### src/rtl/gru_matvec_scheduler_pkg.sv
// Shared definitions for the GRU matrix-vector scheduler: FSM encoding,
// saturation limits and the widths derived from the tiling parameters.
package gru_matvec_scheduler_pkg;

  typedef logic [2:0] state_t;

  localparam state_t S_IDLE  = 3'd0;
  localparam state_t S_FETCH = 3'd1;
  localparam state_t S_ACC   = 3'd2;
  localparam state_t S_OUT   = 3'd3;
  localparam state_t S_FIN   = 3'd4;

  // Widths never collapse to zero, so single-tile configurations still elaborate.
  function automatic int safe_clog2(input int n);
    return (n <= 1) ? 1 : $clog2(n);
  endfunction

  function automatic int tile_count(input int rows, input int cols, input int h, input int x);
    return (rows / h) * (cols / x);
  endfunction

  function automatic int addr_width(input int rows, input int cols, input int h, input int x);
    return safe_clog2(tile_count(rows, cols, h, x));
  endfunction

  function automatic int grp_width(input int rows, input int h);
    return safe_clog2(rows / h);
  endfunction

  // Weights and activations are unsigned fixed point with half the bits fractional.
  function automatic int frac_bits(input int dw);
    return dw / 2;
  endfunction

  function automatic longint sat_max(input int w);
    return (longint'(1) <<< (w - 1)) - 1;
  endfunction

  function automatic longint sat_min(input int w);
    return -(longint'(1) <<< (w - 1));
  endfunction

endpackage

### src/rtl/gru_matvec_scheduler_mult_n_bit2.sv
// Tile multiplier: each of H lanes is the fixed-point dot product of one weight
// row (X elements, lane h element j at [(h*X+j)*DW +: DW]) with the X-element slice.
module mult_n_bit2
  import gru_matvec_scheduler_pkg::*;
#(
  parameter int X          = 2,
  parameter int H          = 2,
  parameter int DATA_WIDTH = 8
) (
  input  logic [X*H*DATA_WIDTH-1:0] i_w,
  input  logic [X*DATA_WIDTH-1:0]   i_x,
  output logic [H*DATA_WIDTH-1:0]   o_lanes
);

  localparam int FRAC = frac_bits(DATA_WIDTH);
  localparam int PW   = DATA_WIDTH + FRAC;

  genvar gi;
  generate
    for (gi = 0; gi < H; gi++) begin : g_lane
      // Only bits [PW-1:FRAC] survive, so the sum is kept modulo 2^PW.
      logic [PW-1:0] w_sum;
      always_comb begin
        w_sum = '0;
        for (int j = 0; j < X; j++) begin
          w_sum = w_sum + PW'(i_w[(gi*X+j)*DATA_WIDTH +: DATA_WIDTH]) *
                          PW'(i_x[j*DATA_WIDTH +: DATA_WIDTH]);
        end
      end
      assign o_lanes[gi*DATA_WIDTH +: DATA_WIDTH] = DATA_WIDTH'(w_sum >> FRAC);
    end
  endgenerate

endmodule

### src/rtl/gru_matvec_scheduler.sv
// Tiled matrix-vector scheduler: fetches one weight tile every two cycles,
// accumulates per-row sums with saturation and hands out one row group at a time.
module gru_matvec_scheduler
  import gru_matvec_scheduler_pkg::*;
#(
  parameter int ROWS       = 4,
  parameter int COLS       = 4,
  parameter int X          = 2,
  parameter int H          = 2,
  parameter int DATA_WIDTH = 8,
  parameter int ACC_WIDTH  = 12,
  localparam int ADDR_W    = addr_width(ROWS, COLS, H, X),
  localparam int GRP_W     = grp_width(ROWS, H)
) (
  input  logic                         clk,
  input  logic                         rst,
  input  logic                         start,
  input  logic [COLS*DATA_WIDTH-1:0]   x_vec,
  output logic                         w_rd,
  output logic [ADDR_W-1:0]            w_addr,
  input  logic [X*H*DATA_WIDTH-1:0]    w_data,
  output logic                         y_valid,
  input  logic                         y_ready,
  output logic [H*DATA_WIDTH-1:0]      y_data,
  output logic [GRP_W-1:0]             y_grp,
  output logic                         busy,
  output logic                         done
);

  localparam int NCOL = COLS / X;
  localparam int NROW = ROWS / H;
  localparam int CW   = safe_clog2(NCOL);
  localparam logic [CW-1:0]    COL_LAST = CW'(NCOL - 1);
  localparam logic [GRP_W-1:0] ROW_LAST = GRP_W'(NROW - 1);
  localparam logic signed [ACC_WIDTH:0]   ACC_HI = (ACC_WIDTH+1)'(sat_max(ACC_WIDTH));
  localparam logic signed [ACC_WIDTH:0]   ACC_LO = (ACC_WIDTH+1)'(sat_min(ACC_WIDTH));
  localparam logic signed [ACC_WIDTH-1:0] OUT_HI = ACC_WIDTH'(sat_max(DATA_WIDTH));
  localparam logic signed [ACC_WIDTH-1:0] OUT_LO = ACC_WIDTH'(sat_min(DATA_WIDTH));

  state_t                      r_state;
  logic [CW-1:0]               r_col_grp;
  logic [GRP_W-1:0]            r_row_grp;
  logic [COLS*DATA_WIDTH-1:0]  r_x;
  logic signed [ACC_WIDTH-1:0] r_acc [H];
  logic signed [ACC_WIDTH-1:0] w_acc_add [H];
  logic [H*DATA_WIDTH-1:0]     w_lanes;
  logic [H*DATA_WIDTH-1:0]     w_y_sat;
  logic [X*DATA_WIDTH-1:0]     w_x_slice;

  assign w_x_slice = r_x[r_col_grp*X*DATA_WIDTH +: X*DATA_WIDTH];

  mult_n_bit2 #(.X(X), .H(H), .DATA_WIDTH(DATA_WIDTH)) u_mult (
    .i_w     (w_data),
    .i_x     (w_x_slice),
    .o_lanes (w_lanes)
  );

  genvar gi;
  generate
    for (gi = 0; gi < H; gi++) begin : g_lane
      logic [DATA_WIDTH-1:0]     w_lane;
      logic signed [ACC_WIDTH:0] w_sum;
      assign w_lane = w_lanes[gi*DATA_WIDTH +: DATA_WIDTH];
      // One guard bit makes overflow visible before clamping.
      assign w_sum = {r_acc[gi][ACC_WIDTH-1], r_acc[gi]} +
                     {{(ACC_WIDTH+1-DATA_WIDTH){w_lane[DATA_WIDTH-1]}}, w_lane};
      assign w_acc_add[gi] = (w_sum > ACC_HI) ? ACC_HI[ACC_WIDTH-1:0] :
                             (w_sum < ACC_LO) ? ACC_LO[ACC_WIDTH-1:0] :
                                                w_sum[ACC_WIDTH-1:0];
      assign w_y_sat[gi*DATA_WIDTH +: DATA_WIDTH] =
          (r_acc[gi] > OUT_HI) ? OUT_HI[DATA_WIDTH-1:0] :
          (r_acc[gi] < OUT_LO) ? OUT_LO[DATA_WIDTH-1:0] :
                                 r_acc[gi][DATA_WIDTH-1:0];
    end
  endgenerate

  always_ff @(posedge clk) begin
    if (rst) begin
      r_state   <= S_IDLE;
      r_col_grp <= '0;
      r_row_grp <= '0;
      r_x       <= '0;
      for (int i = 0; i < H; i++) r_acc[i] <= '0;
    end else begin
      case (r_state)
        S_IDLE: if (start) begin
          r_x       <= x_vec;
          r_col_grp <= '0;
          r_row_grp <= '0;
          for (int i = 0; i < H; i++) r_acc[i] <= '0;
          r_state   <= S_FETCH;
        end
        S_FETCH: r_state <= S_ACC;
        S_ACC: begin
          for (int i = 0; i < H; i++) r_acc[i] <= w_acc_add[i];
          if (r_col_grp != COL_LAST) begin
            r_col_grp <= r_col_grp + 1'b1;
            r_state   <= S_FETCH;
          end else begin
            r_state   <= S_OUT;
          end
        end
        S_OUT: if (y_ready) begin
          if (r_row_grp != ROW_LAST) begin
            for (int i = 0; i < H; i++) r_acc[i] <= '0;
            r_col_grp <= '0;
            r_row_grp <= r_row_grp + 1'b1;
            r_state   <= S_FETCH;
          end else begin
            r_state   <= S_FIN;
          end
        end
        S_FIN:   r_state <= S_IDLE;
        default: r_state <= S_IDLE;
      endcase
    end
  end

  assign w_rd    = (r_state == S_FETCH);
  assign w_addr  = ADDR_W'(r_row_grp) * ADDR_W'(NCOL) + ADDR_W'(r_col_grp);
  assign y_valid = (r_state == S_OUT);
  assign y_data  = y_valid ? w_y_sat : '0;
  assign y_grp   = r_row_grp;
  assign busy    = (r_state != S_IDLE);
  assign done    = (r_state == S_FIN);

endmodule

### config.mk
export PLATFORM = sky130hd
export DESIGN_NAME = gru_matvec_scheduler
export DESIGN_NICKNAME = d
export VERILOG_FILES = /design/src/rtl/gru_matvec_scheduler_pkg.sv /design/src/rtl/gru_matvec_scheduler_mult_n_bit2.sv /design/src/rtl/gru_matvec_scheduler.sv
export SDC_FILE = /design/constraint.sdc
export NUM_CORES = 1
export LEC_CHECK = 0
export ABC_AREA = 0
export BUFFER_PORTS_ARGS = -buffer_cell sky130_fd_sc_hd__buf_4
export CORE_UTILIZATION = 47
export CTS_CLUSTER_SIZE = 30
export DETAILED_ROUTE_END_ITERATION = 7
export GPL_TIMING_DRIVEN = 0
export PLACE_DENSITY = 0.69
export SYNTH_ARGS = -nofsm -noshare
export SYNTH_HDL_FRONTEND = slang
export SYNTH_SLANG_ARGS = --single-unit
### constraint.sdc
create_clock -name clk -period 23.2 [get_ports clk]
set_input_delay 2.32 -clock clk [delete_from_list [all_inputs] [get_ports clk]]
set_output_delay 2.32 -clock clk [all_outputs]
set_load 0.02 [all_outputs]
# After elaboration in Yosys (flattened, before gate mapping)
# Memories as Yosys holds them, arrays and structs flattened.
# Index checks and enable logic that the tools add are counted.
# totals
register_bits	37
mem_bits_rw	24
input_bits	68
out_inout_bits	23
wordCells	88
memories	1
# classes
addsub	7
mul	4
magnitude_cmp	8
n_eq_ne	7
shift	1
mux	42
bitwise_logic	6
reduce_logical	8
# memory_table
memory	depth	word_bits	read_ports	rd_ports_with_merged_regs	write_ports	line	text
r_acc	2	12	2	0	2	gru_matvec_scheduler.sv:44	logic signed [ACC_WIDTH-1:0] r_acc [H];
# ops
cell	count
$mux 12	10
$mul 8x8->12	4
$mux 8	4
$shiftx 32x6->16	1
$add 12x8->13	2
$gt 13x12->1 const B	2
$lt 13x12->1 const B	2
$add 12x12->12	2
$gt 12x8->1 const B	2
$lt 12x8->1 const B	2
$mux 1	20
$mux 16	1
$pmux 3 s4	1
$mux 3	3
$eq 3x2->1 const B	2
$or 1x1->1	6
$reduce_bool 3->1	2
$ne 2x2->1 const B	2
$reduce_and 2->1	2
$reduce_and 4->1	1
$eq 3x1->1 const B	1
$eq 3x3->1 const B	1
$logic_not 3->1	1
$pmux 1 s3	1
other kinds (7)	8

# Depth between registers and ports, before layout
# depth
ltp_word	9
ltp_mapped	33

# Modules after synthesis
# From an unflattened synthesis, not the netlist that was laid out.
# hier_totals
hier_cells	1231
hier_area_um2	10786.6
# by_module_without_submodules
module	instances	cells_each	area_each_um2	seq_area_each_um2
mult_n_bit2	1	780	6852.8	0.0
gru_matvec_scheduler	1	451	3933.8	1461.4

# Worst setup path before layout
# No wires, ideal clock.
# synth_timing
kind	input-to-reg
startpoint	input port w_data[19]
endpoint	memory r_acc[1][4] (netlist: r_acc[0][16]) (data pin)
arrival_ps	8762
required_ps	23012
path_slack_ps	14250
stages	26
path_buffers	1
path_cell_list	and2_1 -> fa_1 -> inv_1 -> fa_1 -> inv_1 -> fa_1 -> fa_1 -> fa_1 -> inv_1 -> fa_1 -> inv_1 -> ha_1 -> and2_1 -> a311o_1 -> nor2_1 -> o21ai_0 -> xnor2_1 -> ha_1 -> a21o_1 -> a21o_1 -> a221oi_1 -> o21ai_0 -> xor2_1 -> nor2_1 -> buf_2 -> o41ai_1
# synth_rtl
element	line	text
from (decl)	gru_matvec_scheduler.sv:21	input logic [X*H*DATA_WIDTH-1:0] w_data,
to (decl)	gru_matvec_scheduler.sv:44	

==> flow_summary.json <==
{
  "clock_sinks": 61,
  "fmax_mhz": 104,
  "grt_util_all_layers": 0.237,
  "grt_max_degree": 19,
  "synth_area_per_cell_um2": 8.68,
  "final_layout_size_suffix_gt1_frac": 0.105,
  "vias_per_cell": 5.25,
  "worst_pin_slew_ps": 1100,
  "syn_area_um2": 10800,
  "crit_arrival_ps": 9770,
  "clkSlewWorstSetupHoldPaths_ps": 60,
  "layout.nets": 1680,
  "total_power_mw": 1.14,
  "setup_viol": 0,
  "clock_skew_ps": 5.79,
  "dieHeight_um": 153,
  "syn2layout_area_growth_pct": 12.6,
  "yosysTopAreaCellShare": 0.286,
  "synthFlopType": "dfxtp_1",
  "clock_path_buffers": 2,
  "yosys_warnings": 0,
  "overflow": 0,
  "synth-seq-cells": 61,
  "wirelength_um": 26200,
  "hp-class": "reg -> reg",
  "period_minus_slack_ps": 9630,
  "grt_pass1_wl_um": 44000,
  "yosysMostFrequentCell": "inv_1",
  "hold_buffers": 0,
  "slew_viol_final": 0,
  "vias": 8582,
  "drc": 0,
  "vdd_drop_max_v": 0.0000510,
  "netlist_top_cells_area": "fa_1, ha_1, inv_1",
  "finalSetupTns_ps": 0,
  "synth_largest_area_cell": "fa_1",
  "hpwlAfterDp_um": 21600,
  "place_congestion": 0.858,
  "drt-initial-drc-count": 367,
  "maxCapViolations": 0,
  "start_util": 0.477,
  "die_w_um": 153,
  "num_rows": 55,
  "rsz0062_at_grt": "no",
  "cp-start-kind": "register",
  "portBuffers": 90,
  "postRouteAntennaNets": 0,
  "core_um2": 22600,
  "synthArstFlopShare": 0,
  "ioPinCount": 91,
  "critPathSlowestCell": "mux2i_1",
  "die_area_um2": 23500,
  "p_leak_nw": 5.83,
  "fill_cells": 2143,
  "syn_nets": 1578,
  "synthTopCellsByCount": "inv_1, nand2_1, fa_1",
  "cts_setup_buffers": 0,
  "htreeDepth": 3,
  "antenna_cells": 0,
  "regArea_um2": 1460,
  "grt_pass1_vias": 8917,
  "cp.required_ps": 23340,
  "cts_buffers": 9,
  "worst_slack_ps": 13570,
  "tritoncts": "done",
  "dp_cells": 1618,
  "worst-path-max-fanout": 10,
  "max-slew-margin-rel": 0.249,
  "post_drt_wl_per_cell_um": 16.0,
  "path_class": "reg -> reg",
  "ys_seq_area_frac": 0.136,
  "grt_antenna_before_repair": 0,
  "final_cells": 1634,
  "outcome": "completed",
  "cts_resized": 0,
  "multi_input_area_um2": 8270,
  "cts-root-buf": "clkbuf_16",
  "synth_edf_count": 24,
  "hold_viol": 0,
  "insertion_delay_ps": 340,
  "power.density_nw_per_um2": 93.6,
  "crit_top_cell": "fa_1",
  "netlist-cell-type-count": 58,
  "dp_slack_ps": 13340,
  "end_kind": "register",
  "slowest_delay_ps": 940,
  "synth_cells": 1242,
  "first_pass_iters": 5,
  "fin_crit_sh": 0.415,
  "whs_ps": 452
}
-- final timing paths --
kind         cells after the start  slack [ps]           end       from
max reg2reg                     29       13570  r_acc[0][16]  r_col_grp
min                              2         450       r_x[26]    r_x[26]
min reg2reg                      2         450       r_x[26]    r_x[26]
max                             29       13570  r_acc[0][16]  r_col_grp
-- state kept, by name (all words and copies together) (netlist names) --
| name | cells |
|---|---|
| r_acc | 24 |
| r_col_grp | 1 |
| r_state | 3 |
| r_x | 32 |
| y_grp | 1 |
-- placed cells by master (no fill, tap or decap), types with 14 or more instances in the layout --
cell      synthesis  layout
inv_1           234     234
nand2_1         183     183
fa_1            154     154
ha_1            114     114
and2_1          107     107
buf_4             5      95
a21oi_1          47      47
xnor2_1          46      46
nor2_1           37      37
dfxtp_1          37      37
nor2b_1          32      32
clkbuf_1         27      27
o21a_1           25      25
edfxtp_1         24      24
o21ai_0          15      15
xor2_1           14      14
-- per-layer routing --
| layer | share of wire | wire, um | GRT usage |
|---|---|---|---|
| met1 | 0.44 | 11600 | 0.313 |
| met2 | 0.49 | 12800 | 0.402 |
| met3 | 0.054 | 1420 | 0.0411 |
| met4 | 0.016 | 414 | 0.0590 |
| met5 | 0 | 0 | 0 |
-- through the flow --
step / instance area [um2] / util
2_1_floorplan: 10800 / -
3_3_place_gp: 11800 / 0.523
3_5_place_dp: 11800 / 0.524
4_1_cts: 12100 / 0.538
5_1_grt: 12100 / 0.538
6_report: 12100 / 0.538
-- layout make-up --
type | count | share of cell area
multi-input cells | 909 | 0.682
clock inverters | 7 | 0.00670
clock buffers | 9 | 0.0186
well taps | 285 | 0.0294
inverters | 234 | 0.0724
plain buffers | 38 | 0.0138
flip-flops and latches | 61 | 0.120
repair buffers | 91 | 0.0569
-- worst max-delay path, delay by kind of cell (launching register included) --
family | cells | cell delay [ps]
xor gates and xnor gates | 2 | 830
adders and majority gates | 8 | 3590
buffers and inverters | 7 | 1410
and+or+nand+nor | 4 | 580
muxes | 1 | 940
DFF | 1 | 370
AOI/OAI and AO/OA | 7 | 1690
-- where the power goes --
group / switching (mW) / internal (mW) / total (mW) / leakage [nW]
clock network: 0.0539 / 0.0847 / 0.139 / 0.149
registers: 0.0162 / 0.136 / 0.152 / 0.568
logic: 0.490 / 0.355 / 0.845 / 5.11
total: 0.560 / 0.576 / 1.14 / 5.83
-- logic make-up (layout without fill, tap and decap cells) --
logic type                 Yosys count  in the layout  synth area share
adders and majority gates          268            268             0.418
AOI/OAI and AO/OA                  152            152            0.0960
DFF                                 61             61             0.136
and+or+nand+nor                    412            412             0.186
buffers and inverters              272            379            0.0971
xor gates and xnor gates            60             60            0.0488
muxes                               17             17            0.0178
Power figures use the tool's default switching activity.
